`config.mk`:
```
export PLATFORM = sky130hd
export DESIGN_NAME = sort_host_sequencer
export DESIGN_NICKNAME = d
export VERILOG_FILES = /design/src/rtl/sort_pkg.sv /design/src/rtl/sort_snapshot_buf.sv /design/src/rtl/sort_host_sequencer.sv
export SDC_FILE = /design/constraint.sdc
export NUM_CORES = 1
export LEC_CHECK = 0
export BUFFER_PORTS_ARGS = -buffer_cell sky130_fd_sc_hd__buf_4
export CELL_PAD_IN_SITES_DETAIL_PLACEMENT = 1
export CELL_PAD_IN_SITES_GLOBAL_PLACEMENT = 1
export CORE_UTILIZATION = 30
export DETAILED_ROUTE_END_ITERATION = 6
export PLACE_DENSITY = 0.6
export SETUP_SLACK_MARGIN = 0.4
export SKIP_CTS_REPAIR_TIMING = 1
export SYNTH_ARGS = -nofsm -noshare
export SYNTH_HDL_FRONTEND = slang
export SYNTH_SLANG_ARGS = --single-unit
```
`constraint.sdc`:
```
create_clock -name clk -period 2.6 [get_ports clk]
set_input_delay 0.26 -clock clk [delete_from_list [all_inputs] [get_ports clk]]
set_output_delay 0.26 -clock clk [all_outputs]
set_load 0.02 [all_outputs]
```
`src/rtl/sort_pkg.sv`:
```
// Shared types for the selection-sorter host sequencer.
// State encodings, table sizes and the data word type.
package sort_pkg;

  localparam int N_ENT = 8;
  localparam int DW    = 8;
  localparam int AW    = $clog2(N_ENT);

  typedef logic [DW-1:0] word_t;

  localparam logic [2:0] S_LOAD  = 3'd0;
  localparam logic [2:0] S_START = 3'd1;
  localparam logic [2:0] S_WAIT  = 3'd2;
  localparam logic [2:0] S_DRAIN = 3'd3;
  localparam logic [2:0] S_ERR   = 3'd4;

  typedef enum logic [2:0] {
    LOAD  = S_LOAD,
    START = S_START,
    WAIT  = S_WAIT,
    DRAIN = S_DRAIN,
    ERR   = S_ERR
  } seq_state_t;

endpackage

```
`src/rtl/sort_snapshot_buf.sv`:
```
// Capture register for the sorted RAM image.
// Loaded once per sort, read back by drain index.
module sort_snapshot_buf #(
  parameter int N = 8,
  parameter int W = 8
) (
  input  logic                 clk,
  input  logic                 reset,
  input  logic                 ld,
  input  logic [W-1:0]         din [0:N-1],
  input  logic [$clog2(N)-1:0] idx,
  output logic [W-1:0]         dout
);

  logic [W-1:0] mem [0:N-1];

  // Capture the whole sorter RAM in one cycle.
  always_ff @(posedge clk or negedge reset) begin
    if (!reset) begin
      for (int i = 0; i < N; i++) mem[i] <= '0;
    end else if (ld) begin
      for (int i = 0; i < N; i++) mem[i] <= din[i];
    end
  end

  assign dout = mem[idx];

endmodule

```
`src/rtl/sort_host_sequencer.sv`:
```
// Host sequencer: load sorter RAM, start, wait, stream result.
// Sits between the host byte streams and the sorter top.
module sort_host_sequencer
  import sort_pkg::*;
#(
  parameter int N           = N_ENT,
  parameter int W           = DW,
  parameter int TIMEOUT_CYC = 1024
) (
  input  logic                 clk,
  input  logic                 reset,
  input  logic                 abort,
  input  logic                 in_valid,
  output logic                 in_ready,
  input  logic [W-1:0]         in_data,
  output logic                 out_valid,
  input  logic                 out_ready,
  output logic [W-1:0]         out_data,
  output logic                 out_last,
  output logic                 busy,
  output logic                 err,
  output logic                 init_mode,
  output logic [$clog2(N)-1:0] init_addr,
  output logic [W-1:0]         init_data,
  output logic                 s,
  input  logic                 done,
  input  logic [W-1:0]         RAM_out [0:N-1]
);

  localparam int IW = $clog2(N);
  localparam int TW = $clog2(TIMEOUT_CYC + 1);

  localparam logic [IW-1:0] LAST_IX = IW'(N - 1);
  localparam logic [TW-1:0] TMO_END = TW'(TIMEOUT_CYC - 1);

  seq_state_t    state;
  logic [IW-1:0] cnt;
  logic [IW-1:0] idx;
  logic [TW-1:0] tmo;
  logic          rdy_q;
  logic          done_q;
  logic          err_q;
  logic [W-1:0]  snap_q;

  logic in_hs;
  logic out_hs;
  logic done_rise;
  logic snap_ld;
  logic tmo_hit;

  assign in_hs     = in_valid && in_ready;
  assign out_hs    = out_valid && out_ready;
  assign done_rise = done && !done_q;
  assign tmo_hit   = (tmo == TMO_END);
  assign snap_ld   = (state == WAIT) && done_rise && !abort;

  assign in_ready  = rdy_q && (state == LOAD);
  assign s         = (state == WAIT);
  assign out_valid = (state == DRAIN);
  assign out_last  = out_valid && (idx == LAST_IX);
  assign out_data  = out_valid ? snap_q : '0;
  assign busy      = !((state == LOAD) && (cnt == '0));
  assign err       = err_q;

  // Hold in_ready low until the first edge after reset release.
  always_ff @(posedge clk or negedge reset) begin
    if (!reset) rdy_q <= 1'b0;
    else        rdy_q <= 1'b1;
  end

  // Delayed done so only a fresh rising edge completes a sort.
  always_ff @(posedge clk or negedge reset) begin
    if (!reset) done_q <= 1'b0;
    else        done_q <= done;
  end

  // Main sequencing FSM; abort beats every handshake.
  always_ff @(posedge clk or negedge reset) begin
    if (!reset) begin
      state     <= LOAD;
      cnt       <= '0;
      idx       <= '0;
      tmo       <= '0;
      err_q     <= 1'b0;
      init_mode <= 1'b0;
      init_addr <= '0;
      init_data <= '0;
    end else begin
      init_mode <= 1'b0;
      if (abort) begin
        state <= LOAD;
        cnt   <= '0;
        idx   <= '0;
        tmo   <= '0;
        err_q <= 1'b0;
      end else begin
        unique case (state)
          LOAD: begin
            if (in_hs) begin
              init_mode <= 1'b1;
              init_addr <= cnt;
              init_data <= in_data;
              if (cnt == LAST_IX) begin
                cnt   <= '0;
                state <= START;
              end else begin
                cnt <= cnt + 1'b1;
              end
            end
          end
          START: begin
            tmo   <= '0;
            state <= WAIT;
          end
          WAIT: begin
            tmo <= tmo + 1'b1;
            if (done_rise) begin
              idx   <= '0;
              state <= DRAIN;
            end else if (tmo_hit) begin
              err_q <= 1'b1;
              state <= ERR;
            end
          end
          DRAIN: begin
            if (out_hs) begin
              if (idx == LAST_IX) begin
                idx   <= '0;
                cnt   <= '0;
                state <= LOAD;
              end else begin
                idx <= idx + 1'b1;
              end
            end
          end
          ERR: begin
            state <= ERR;
          end
          default: state <= LOAD;
        endcase
      end
    end
  end

  sort_snapshot_buf #(
    .N (N),
    .W (W)
  ) u_snap (
    .clk   (clk),
    .reset (reset),
    .ld    (snap_ld),
    .din   (RAM_out),
    .idx   (idx),
    .dout  (snap_q)
  );

endmodule

```
**Word level (Yosys, flattened, before mapping)**

Index checks and enable logic that the tools add are counted.

- Word-level logic and storage cells: 91
- Input bits: 78
- Output and inout port bits: 26
- Register bits: 99

- $lt $le $gt $ge: 1
- Reduce and logical (&&, ||, !) cells: 23
- Muxes and demuxes: 30
- Add/sub/neg operators: 3
- Bitwise logic cells: 2
- Eq/ne operators: 14

Operators with widths:

| operator | number |
|---|---|
| 2-to-1 mux 3 bit | 14 |
| binary-select mux 8 bit (select 3 bit) | 1 |
| 2-to-1 mux 8 bit | 3 |
| case mux 11 bit (2 select lines) | 1 |
| case mux 3 bit (5 select lines) | 1 |
| != test 3 x 2 -> 1 bit (second input constant) | 4 |
| case mux 3 bit (2 select lines) | 2 |
| adder 11 x 1 -> 11 bit (second input constant) | 1 |
| == test 11 x 10 -> 1 bit (second input constant) | 1 |
| 2-to-1 mux 11 bit | 1 |
| == test 3 bit (second input constant) | 3 |
| AND reduction 3 bit | 3 |
| nonzero test 3 bit | 3 |
| logical AND 1 bit | 8 |
| 2-to-1 mux 1 bit | 7 |
| adder 3 x 1 -> 3 bit (second input constant) | 2 |
| == test 3 x 2 -> 1 bit (second input constant) | 2 |
| zero test 3 bit | 2 |
| AND reduction 5 bit | 1 |
| >= comparator 4 bit (second input constant) | 1 |
| != test 4 x 2 -> 1 bit (second input constant) | 1 |
| NOT 3 -> 4 bit | 1 |
| AND reduction 4 bit | 1 |
| nonzero test 2 bit | 2 |
| other kinds (5) | 7 |

**Depth between registers and ports, before layout**

Gate-level depths: netlist (run 1).

- Depth in word-level cells: 6
- Depth in mapped cells: 7
- Gate-level depth less buffers: 5

**Cells and area by module**

A second synthesis (run 1) with hierarchy kept.

- Cells, all modules: 353
- Area, all modules: 4,694.5 um2

By module, submodules not included:

| module | sequential area each (um2) | instances | cells each | area an instance (um2) |
|---|---|---|---|---|
| sort_snapshot_buf | 1,601.5 | 1 | 164 | 2,906.5 |
| sort_host_sequencer | 875.8 | 1 | 189 | 1,788.0 |

**Worst setup path after synthesis (run 1)**

OpenSTA, ideal clock, no wires.

- Path kind: register to register
- From: reg state[0]
- To: reg u_snap.mem[33] (netlist bit)
- Period minus slack after synthesis: 1,925 ps
- Setup time: 125 ps
- Path buffers: 3
- Required time: 2,475 ps
- Arrival: 1,800 ps
- Path slack: 675 ps
- Cell stages (with the launch flop): 7
- Cells stage by stage: dfrtp_1 -> buf_2 -> or4b_1 -> buf_2 -> nor2_8 -> buf_6 -> mux2_2

- Longest elaborated chain between the ends: 3

RTL lines:

| what | RTL line | RTL |
|---|---|---|
| from (decl) | sort_host_sequencer.sv:36 | `seq_state_t state;` |
| from (signal assigned) | sort_host_sequencer.sv:80 | `state <= LOAD;` |
| from (signal assigned) | sort_host_sequencer.sv:91 | `state <= LOAD;` |
| from (signal assigned) | sort_host_sequencer.sv:105 | `state <= START;` |
| == test 3 x 2 -> 1 bit | sort_host_sequencer.sv:55 | `assign snap_ld = (state == WAIT) && done_rise && !abort;` |
| logical AND 1 bit (2 in a row) | sort_host_sequencer.sv:55 |  |
| to (decl) | sort_snapshot_buf.sv:15 | `logic [W-1:0] mem [0:N-1];` |

No other way between the ends.
A chain may end at the register's enable or synchronous reset.

**Worst setup path after layout (run 1)**

- From: reg idx[0]
- To: out out_data[4]

- Longest elaborated chain between the ends: 5

RTL lines:

| what | RTL line | RTL |
|---|---|---|
| from (decl) | sort_host_sequencer.sv:38 | `logic [IW-1:0] idx;` |
| from (signal assigned) | sort_host_sequencer.sv:132 | `idx <= idx + 1'b1;` |
| NOT 3 -> 4 bit (not written as such) | sort_snapshot_buf.sv:26 | `assign dout = mem[idx];` |
| binary-select mux 8 bit (select 3 bit) | sort_snapshot_buf.sv:26 |  |
| 2-to-1 mux 8 bit (not written as such) (2 in a row) | sort_snapshot_buf.sv:26 |  |
| 2-to-1 mux 8 bit | sort_host_sequencer.sv:61 | `assign out_data = out_valid ? snap_q : '0;` |
| to (decl) | sort_host_sequencer.sv:18 | `output logic [W-1:0] out_data,` |

No other way between the ends. The select of a mux whose other input is x is not followed.

==> impl_metrics.csv, run 1 <==
group,metric,value,unit
status,status,"complete, but fails checks",
status,violations,"negative hold slack",
cells_and_area,drive_gt1_share,48.88,%
clocking,cts_buffers,9,
clocking,cts_buffer_depth,2,
die,die_width,126.0,µm
yosys,synth_top_family_by_area,"multiplexers",
yosys,synth-edff-count,0,
setup_path,timing.rr.start,"state[0]",
power,power.density,545.3,mW/mm²
timing,worst_pin_slew,651.8,ps
timing,finalCriticalPeriod,2159,ps
cells_and_area,antenna_cells,0,
yosys,netlist_area,0.004612,mm²
clocking,cts_tree,"done",
timing,max_slew_margin,56.55,%
routing,first_pass_iters,6,
yosys,syn_inst,337,
run,cap_violations,0,
setup_path,crit_chain,"buf_12 -> mux4_2 -> mux2i_1 -> nor2_1 -> buf_4",
yosys,synth_top_area_cell,"dfrtp_1",
yosys,synth_area_per_cell,13.69,µm²
yosys,yosysWarnings,0,
timing,fmaxAchievable,463.2,MHz
global_routing,grt_use_met3,5.055,%
power,p_leak,2.867,nW
global_routing,grt_overflow_total,0,
power,finalPower,3.239,mW
timing,slew_violations,0,
routing,num_vias,3122,
yosys,synth_commonest_cells,"dfrtp_1, mux2_2, nor2_1, o21ai_0, mux4_2",
yosys,yosys-top-cells-area,"dfrtp_1, mux2_2, mux4_2",
setup_path,cp_slowest_cell,"mux4_2",
routing,wl_per_cell,17.89,µm
yosys,synth_top_area_share,53.72,%
yosys,synthAdderAreaFrac,1.628,%
timing,whs,-60.95,ps
min_path,hold_path.class,"in2async",
timing,hold_viol,47,
die,core,0.01475,mm²
yosys,synth_seq_cells,99,
routing,postRouteAntennaNets,0,
global_routing,gr-usage-met2,24.83,%
yosys,ys_seq_area_share,53.72,%
timing,period_share,83.03,%
routing,via_per_inst,4.940,
setup_path,cp.arrival,1900,ps
die,rows,44,
routing,drc,0,
placement,dp.cells,615,
clocking,htreeDepth,3,
cells_and_area,syn_to_final_growth,28.78,%
setup_path,start_kind,"flip-flop",
routing,drt-total-wl,11310,µm
global_routing,track_usage,15.09,%
timing,clock_skew,6.386,ps
clocking,clk_latency,350,ps
yosys,synth_cell_type_count,43,
die,dieArea,0.01587,mm²
die,chipHeight,126.0,µm
die,io_pins,104,
global_routing,grt_pass1_wl,18090,µm
timing,setup_tns,0,ps
power,vdd_drop_max,246.3,µV
yosys,synthXorXnorAreaFrac,0.1899,%
setup_path,cp.required,2340,ps
yosys,yosysMostFrequentCell,"dfrtp_1",
cells_and_area,layout.cells.non_filler,632,
setup_path,path_class,"reg2out",
routing,drt_iter0_markers,103,
yosys,syn-num-nets,421,
clocking,path_clk_slew,70,ps
setup_path,endpoint_kind,"output pin",
setup_path,critical_path.startpoint,"idx[0]",
clocking,cts_sinks,99,
timing,rsz0062_at_grt,"true",
timing,setup_viol_count_final,0,
clocking,root_buffer,"clkbuf_16",
setup_path,worstPathMaxFanout,8,
yosys,async_flop_share,100.0,%
global_routing,grt_most_used_layer,"met2",
setup_path,max_stage_delay,520,ps
global_routing,grt_pass1_vias,3472,
timing,fin_ws,441.1,ps
yosys,synth-compound-area-share,5.100,%
placement,post-place-ws,526.5,ps
yosys,synthMuxAreaShare,28.73,%
die,start_util,31.26,%
placement,port_buffers,103,
placement,hpwl,7787,µm
cells_and_area,finish.net_count,527,
yosys,synthFlopType,"dfrtp_1",
global_routing,antenna_found_initial,0,
global_routing,grt_max_degree,53,
yosys,synthSimpleGateAreaFrac,6.999,%
global_routing,met1_usage,18.35,%
placement,gp_congestion,0.7487,
-- worst max-delay path: cells and delay by family (launching register included) --
| family | cells | cell delay [ps] |
|---|---|---|
| and+or+nand+nor | 1 | 70 |
| DFF | 1 | 460 |
| buffers and inverters | 2 | 340 |
| muxes | 2 | 680 |
-- where the power goes --
group          switching (mW)  internal [mW]  leakage, nW  total [mW]
Combinational           0.127          0.144         1.36       0.272
Sequential             0.0167           1.57         1.36        1.59
Clock                   0.601          0.778        0.150        1.38
-- per-layer routing --
metal  wire length [µm]  share of wire, %  vias to the layer above
li1                   -                 -                     1442
met1               4838                43                     1585
met2               5527                49                       80
met3                742               6.6                       15
met4                199               1.8                        0
met5                  0                 0                        -
-- worst paths after layout --
| kind | depth (start not counted) | to | slack (ps) |
|---|---|---|---|
| max | 5 | out_data[4] | 440 |
| min | 1 | u_snap.mem[22] | -60 |
| max reg2reg | 4 | u_snap.mem[1] | 520 |
| min reg2reg | 1 | u_snap.mem[37] | 490 |
| max in group asynchronous | 2 | idx[0] | 1930 |
| min in group clk | 1 | done_q | 40 |
-- stage by stage --
stage | util, % | area (µm²)
final | 40.26 | 5939
after global routing | 40.26 | 5939
after CTS | 40.05 | 5909
after detailed placement | 37.99 | 5605
after global placement | 37.99 | 5605
after floorplan | - | 4612
-- final cells by class --
class	instances	area [µm²]
clock inverter	5	61.31
multi-input combinational	209	1971
sequential	99	2479
inverter	9	33.78
tap	184	230.2
clock buffer	11	242.7
fill	1540	8815
timing repair buffer	115	922.1
-- cell usage in the layout (no fill, tap or decap), drive strengths merged --
cell type  synthesis  layout
buf               13     114
dfrtp             99      99
mux2              75      75
nor2              18      18
o21ai             17      17
mux4              16      16
mux2i             12      12
clkbuf             7      12
inv                9      10
nand2              9       9
a21oi              8       8
ha                 6       6
nand3              5       5
and3               4       4
nor3               4       4
and2               4       4
or3                3       3
a22o               3       3
nand4              3       3
a31oi              3       3
clkinv             0       3
nand2b             2       2
o41ai              2       2
nor2b              2       2
nand3b             1       1
or4b               1       1
or3b               1       1
a311oi             1       1
and4               1       1
xor2               1       1
o21ba              1       1
o31ai              1       1
o211ai             1       1
o22ai              1       1
o21a               1       1
nor3b              1       1
bufinv             0       1
conb               1       1
-- sequential cells by signal, summed over array words and instances, names as in the netlist --
signal,flops
cnt,3
done_q,1
err,1
idx,3
init_addr,3
init_data,8
init_mode,1
rdy_q,1
state,3
tmo,11
u_snap.mem,64
-- kinds of logic (layout without fill, tap and decap cells) --
| family | Yosys count | in the layout |
|---|---|---|
| mux | 103 | 103 |
| buf+inv | 29 | 140 |
| flops | 99 | 99 |
| compound gates | 39 | 39 |
| simple gates | 59 | 59 |
| xor+xnor | 1 | 1 |
| other cells | 1 | 1 |
| fa+ha+maj | 6 | 6 |
Note: power is estimated with default switching activity, not from simulation.
==> run 2: changes to the inputs <==
==> constraint.sdc (replaced) <==
create_clock -name clk -period 2.25 [get_ports clk]
set_input_delay 0.225 -clock clk [delete_from_list [all_inputs] [get_ports clk]]
set_output_delay 0.225 -clock clk [all_outputs]
set_load 0.02 [all_outputs]
==> run 2 against run 1 <==
Worst hold slack improved by 160 ps. Via count up 3.1%. The run now ends clean. Die area unchanged. Clock skew down 0.52 ps. Flip-flop and latch count unchanged. Core utilization up 3.9 points. Combinational power increased by 20%. Clock power increased by 14%. First-iteration DRC count grew 37%. Critical path depth is the same. Total power rose by 15%.
==> impl_metrics.csv, run 2 (synthesis results as in run 1) <==
group,metric,value,unit
power,seq_power_share,49.1,%
power,finalPower,3.732,mW
routing,wl_per_cell,18.99,µm
routing,drc,0,
power,p_int,2.857,mW
global_routing,grt_pass1_wl,18590,µm
power,switchingPower,0.8751,mW
timing,hold_viol,0,
min_path,hp-start,"RAM_out[2]",
min_path,hold_path_end,"u_snap.mem[2]",
die,chipHeight,126.0,µm
die,core,0.01475,mm²
setup_path,start_kind,"flip-flop",
routing,first_pass_iters,4,
routing,drt_iter0_markers,141,
timing,slew_violations,0,
timing,period_share,93.50,%
routing,via_per_inst,4.930,
timing,fin_ws,146.3,ps
cells_and_area,fillers,1526,
setup_path,endpoint_kind,"output pin",
cells_and_area,finalCoreUtilization,44.15,%
cells_and_area,top_register,"u_snap.mem",
placement,post-place-ws,165.2,ps
cells_and_area,final_common_cell,"buf_4",
global_routing,antenna_found_initial,0,
timing,setup_viol_count_final,0,
die,die_width,126.0,µm
cells_and_area,largest_register_ffs,64,
timing,fmaxAchievable,475.4,MHz
die,rows,44,
setup_path,path_class,"reg2out",
placement,hpwl,8163,µm
cells_and_area,drive_gt1_share,53.30,%
routing,drt-total-wl,12400,µm
setup_path,worstPathMaxFanout,5,
cells_and_area,reg_top3,"u_snap.mem (64), tmo (11), init_data (8)",
power,clkPwrFrac,42.1,%
clocking,root_buffer,"clkbuf_16",
power,swShare,23.45,%
routing,wl_met1,5726,µm
clocking,cts_tree,"done",
timing,setup_tns,0,ps
clocking,htreeDepth,3,
die,start_util,31.26,%
power,comb_power_share,8.7,%
power,power.density,573.0,mW/mm²
cells_and_area,antenna_cells,0,
timing,whs,103.1,ps
clocking,cts_sinks,99,
min_path,hold_path.class,"in2reg",
global_routing,grt_overflow_total,0,
setup_path,regToRegSetupSlack,310,ps
timing,worst_pin_slew,666.9,ps
cells_and_area,syn_to_final_growth,41.24,%
clocking,cts_buffer_depth,2,
placement,port_buffers,103,
setup_path,cp.required,2030,ps
global_routing,track_usage,15.34,%
min_path,hold_depth,2,
timing,max_slew_margin,55.54,%
status,status,"completed",
clocking,clk_latency,350,ps
die,io_pins,104,
timing,clock_skew,5.864,ps
run,cap_violations,0,
clocking,path_clk_slew,70,ps
timing,finalCriticalPeriod,2104,ps
clocking,cts_buffers,9,
power,vdd_drop_max,389.6,µV
setup_path,timing.rr.start,"state[0]",
routing,wl_met2,5903,µm
setup_path,cp.arrival,1880,ps
setup_path,ff2ff_path_depth,6,
routing,dr_wl_met3,663,µm
routing,num_vias,3219,
global_routing,grt_pass1_vias,3479,
power,p_leak,3.052,nW
cells_and_area,finish.net_count,548,
timing,rsz0062_at_grt,"true",
cells_and_area,mostFrequentLayoutCells,"buf_4, dfrtp_1, mux2_4",
routing,top_layer_used,"met4",
die,dieArea,0.01587,mm²
placement,gp_congestion,0.7244,
routing,postRouteAntennaNets,0,
setup_path,r2r-end,"u_snap.mem[1]",
global_routing,grt_max_degree,50,
[run 2: cell count changes in the layout (fill, tap and decap cells not counted), moves of 2 or more]
cell and delta:
mux2_4 +64, mux2_2 -57, mux2_1 -7, buf_4 +6, buf_8 +5, clkbuf_16 +4
clkinvlp_4 +4, buf_12 +3, dlygate4sd3_1 +2
[run 2: through the flow]
step | instances | cell area (µm²)
floorplan | 337 | 4633
global placement | 623 | 5672
detailed placement | 623 | 5672
CTS | 639 | 5974
global route | 653 | 6514
finish | 653 | 6514
[run 2: cell type report]
type / instances / area [µm²] / area share (%)
sequential: 99 / 2479 / 38.05
clock buffer: 9 / 225.2 / 3.458
inverter: 9 / 33.78 / 0.5186
timing repair buffer: 136 / 1234 / 18.94
clock inverter: 7 / 77.57 / 1.191
multi-input combinational: 209 / 2235 / 34.31
tap: 184 / 230.2 / 3.534
[run 2: worst max path at each step]
stage	slack, ps	startpoint	to
after detailed placement	170	abort	u_snap.mem[24]
after CTS	80	idx[0]	out_data[0]
after global routing	70	idx[0]	out_data[6]
after global placement	210	abort	u_snap.mem[1]
after floorplan	350	state[0]	u_snap.mem[33]
final	150	idx[0]	out_data[0]
[run 2: critical path, stage by stage (launching register included)]
cell       delay, ps
dfrtp_2          460
clkbuf_16        190
mux4_2           520
mux2i_1          150
nor2_1            50
buf_4            160
[run 2: metal layers]
layer / GRT usage [%] / vias to the layer above
li1: - / 1473
met1: 19.73 / 1664
met2: 24.50 / 75
met3: 5.607 / 7
met4: 3.827 / 0
met5: 0 / -
[run 2: power groups by stage]
stage               Clock [mW]  Combinational [mW]  Sequential (mW)
floorplan                    0              0.0601             1.91
global placement             0               0.318             1.87
detailed placement           0               0.322             1.87
CTS                       1.63               0.323             1.83
global route              1.70               0.356             1.84
finish                    1.57               0.326             1.83
==> run 3: changes to the inputs <==
--- a/config.mk
+++ b/config.mk
@@ -6,13 +6,15 @@
 export NUM_CORES = 1
 export LEC_CHECK = 0
 export BUFFER_PORTS_ARGS = -buffer_cell sky130_fd_sc_hd__buf_4
+export CAP_MARGIN = 20
 export CELL_PAD_IN_SITES_DETAIL_PLACEMENT = 1
 export CELL_PAD_IN_SITES_GLOBAL_PLACEMENT = 1
 export CORE_UTILIZATION = 30
 export DETAILED_ROUTE_END_ITERATION = 6
-export PLACE_DENSITY = 0.6
+export PLACE_DENSITY_LB_ADDON = 0.1
 export SETUP_SLACK_MARGIN = 0.4
 export SKIP_CTS_REPAIR_TIMING = 1
 export SYNTH_ARGS = -nofsm -noshare
 export SYNTH_HDL_FRONTEND = slang
+export SYNTH_HIERARCHICAL = 1
 export SYNTH_SLANG_ARGS = --single-unit
==> run 3 against run 2 <==
The run now ends with negative setup slack left. Clock power hardly changed. Fmax is 7.6% lower. Non-clock buffer count stayed put. Worst hold slack worse by 96 ps. First-iteration DRC count is 13% lower. Sequential power hardly changed. Combinational power is 7.1% lower. Synthesized cell count is 4.7% higher. Largest power group unchanged.
==> impl_metrics.csv, run 3 <==
group,metric,value,unit
placement,gp_congestion,0.7483,
die,io_pins,104,
power,p_leak,3.149,nW
cells_and_area,seq_area,0.002479,mm²
routing,drt-total-wl,12890,µm
timing,max_slew_margin,58.90,%
cells_and_area,fillers,1588,
yosys,yosysWarnings,6,
power,power.density,562.2,mW/mm²
routing,drt_iter0_markers,122,
clocking,htreeDepth,3,
cells_and_area,multi_input_area,0.002238,mm²
yosys,yosys-top-cells-area,"dfrtp_1, mux2_2, mux4_1",
clocking,cts_buffers,9,
setup_path,worstPathMaxFanout,7,
global_routing,grt_pass1_vias,3437,
timing,period_share,101.1,%
cells_and_area,reg_top3,"u_snap/mem (64), tmo (11), init_data (8)",
cells_and_area,top_register,"u_snap/mem",
routing,postRouteAntennaNets,0,
yosys,ys_seq_area_share,52.77,%
cells_and_area,final_common_cell,"buf_4",
yosys,synth_top_area_share,52.77,%
placement,hpwl,8104,µm
timing,slew_violations,0,
min_path,hold_depth,1,
timing,finalCriticalPeriod,2276,ps
timing,worst_pin_slew,616.4,ps
die,dieArea,0.01615,mm²
cells_and_area,layout.cells.non_filler,691,
timing,whs,6.726,ps
global_routing,grt_use_met3,4.271,%
global_routing,grt_most_used_layer,"met2",
yosys,syn-num-nets,437,
die,chipHeight,127.1,µm
global_routing,grt_max_degree,45,
run,cap_violations,0,
cells_and_area,drive_gt1_share,53.75,%
yosys,yosysMostFrequentCell,"dfrtp_1",
timing,setup_viol_count_final,4,
status,violations,"negative setup slack",
cells_and_area,syn_to_final_growth,39.98,%
placement,port_buffers,103,
yosys,netlist_area,0.004695,mm²
timing,fmaxAchievable,439.4,MHz
yosys,async_flop_share,100.0,%
cells_and_area,mostFrequentLayoutCells,"buf_4, dfrtp_1, mux2_4",
global_routing,track_usage,14.97,%
placement,dp.cells,658,
clocking,cts_sinks,99,
yosys,synth_seq_cells,99,
power,vdd_drop_max,358.3,µV
die,core,0.01526,mm²
setup_path,path_class,"reg2out",
min_path,hold_path.class,"in2reg",
global_routing,met1_usage,19.04,%
routing,first_pass_iters,4,
cells_and_area,finish.net_count,560,
yosys,synth-edff-count,0,
yosys,synth_commonest_cells,"dfrtp_1, mux2_2, nand2_1, o21ai_0, mux4_1",
setup_path,ff2ff_path_depth,6,
yosys,synth_area_per_cell,13.30,µm²
global_routing,gr-usage-met2,24.89,%
timing,fin_ws,-25.62,ps
routing,num_vias,3308,
routing,wl_per_cell,18.65,µm
clocking,cts_buffer_depth,2,
die,die_width,127.1,µm
status,status,"complete, but fails checks",
cells_and_area,antenna_cells,0,
timing,clock_skew,4.475,ps
yosys,synthFlopType,"dfrtp_1",
timing,hold_viol,0,
global_routing,antenna_found_initial,0,
routing,via_per_inst,4.787,
cells_and_area,largest_register_ffs,64,
global_routing,grt_overflow_total,0,
timing,rsz0062_at_grt,"true",
clocking,cts_tree,"done",
routing,drc,0,
global_routing,grt_pass1_wl,18300,µm
setup_path,start_kind,"flip-flop",
clocking,root_buffer,"clkbuf_16",
yosys,synth_top_area_cell,"dfrtp_1",
yosys,syn_inst,353,
clocking,clk_latency,350,ps
setup_path,cp.arrival,2050,ps
die,start_util,30.77,%
setup_path,cp.required,2030,ps
clocking,path_clk_slew,60,ps
die,rows,45,
setup_path,endpoint_kind,"output pin",
yosys,synth_cell_type_count,45,
[run 3: final timing paths]
path	slack (ps)	to	start
min reg2reg	470	init_data[7]	init_data[7]
max reg2reg	300	u_snap/mem[28]	state[0]
min in group asynchronous	430	u_snap/mem[2]	reset
max	-30	out_data[5]	idx[0]
max in group asynchronous	1180	u_snap/mem[22]	reset
min	7	done_q	done
[run 3: critical path, stage by stage (launching register included)]
cell and delay (ps):
dfrtp_2 440, clkbuf_16 190, mux4_2 520, mux2_4 280, and2_4 140, buf_6 120
[run 3: per-layer routing]
layer,vias to the layer above,part of all wire [%]
met4,0,0.96
met2,68,49
met3,9,4.0
met5,-,0
li1,1511,-
met1,1720,46
[run 3: logic make-up after synthesis]
| logic type | after synthesis | share of synthesized area, % |
|---|---|---|
| simple gates | 87 | 9.701 |
| compound gates | 37 | 5.171 |
| other cells | 1 | 0.07988 |
| mux | 91 | 26.84 |
| fa+ha+maj | 6 | 1.599 |
| flops | 99 | 52.77 |
| buf+inv | 31 | 3.651 |
| xor+xnor | 1 | 0.1866 |
[run 3: power breakdown]
part	internal [mW]	switching [mW]
Combinational	0.152	0.151
Clock	0.916	0.646
Sequential	1.81	0.0182
Total	2.88	0.815
[run 3: through the flow]
step | utilization (%) | setup slack [ps] | cell area (µm²) | TNS, ps | total power, mW
after floorplan | - | 188.5 | 4845 | 0 | 1.950
after global placement | 37.94 | 290.3 | 5789 | 0 | 2.166
after detailed placement | 37.94 | 274.1 | 5789 | 0 | 2.169
after CTS | 39.88 | -118.3 | 6085 | -729.8 | 3.765
after global routing | 43.07 | -81.04 | 6571 | -430.1 | 3.856
final | 43.07 | -25.62 | 6571 | -68.44 | 3.694
[run 3: layout make-up]
type                    instances  area share, %
clock buffers                  13          3.960
multi-input cells             223          34.06
clock inverters                 2         0.5331
repair buffers                136          19.27
inverters                       7         0.4379
flip-flops and latches         99          37.72
well taps                     211          4.018
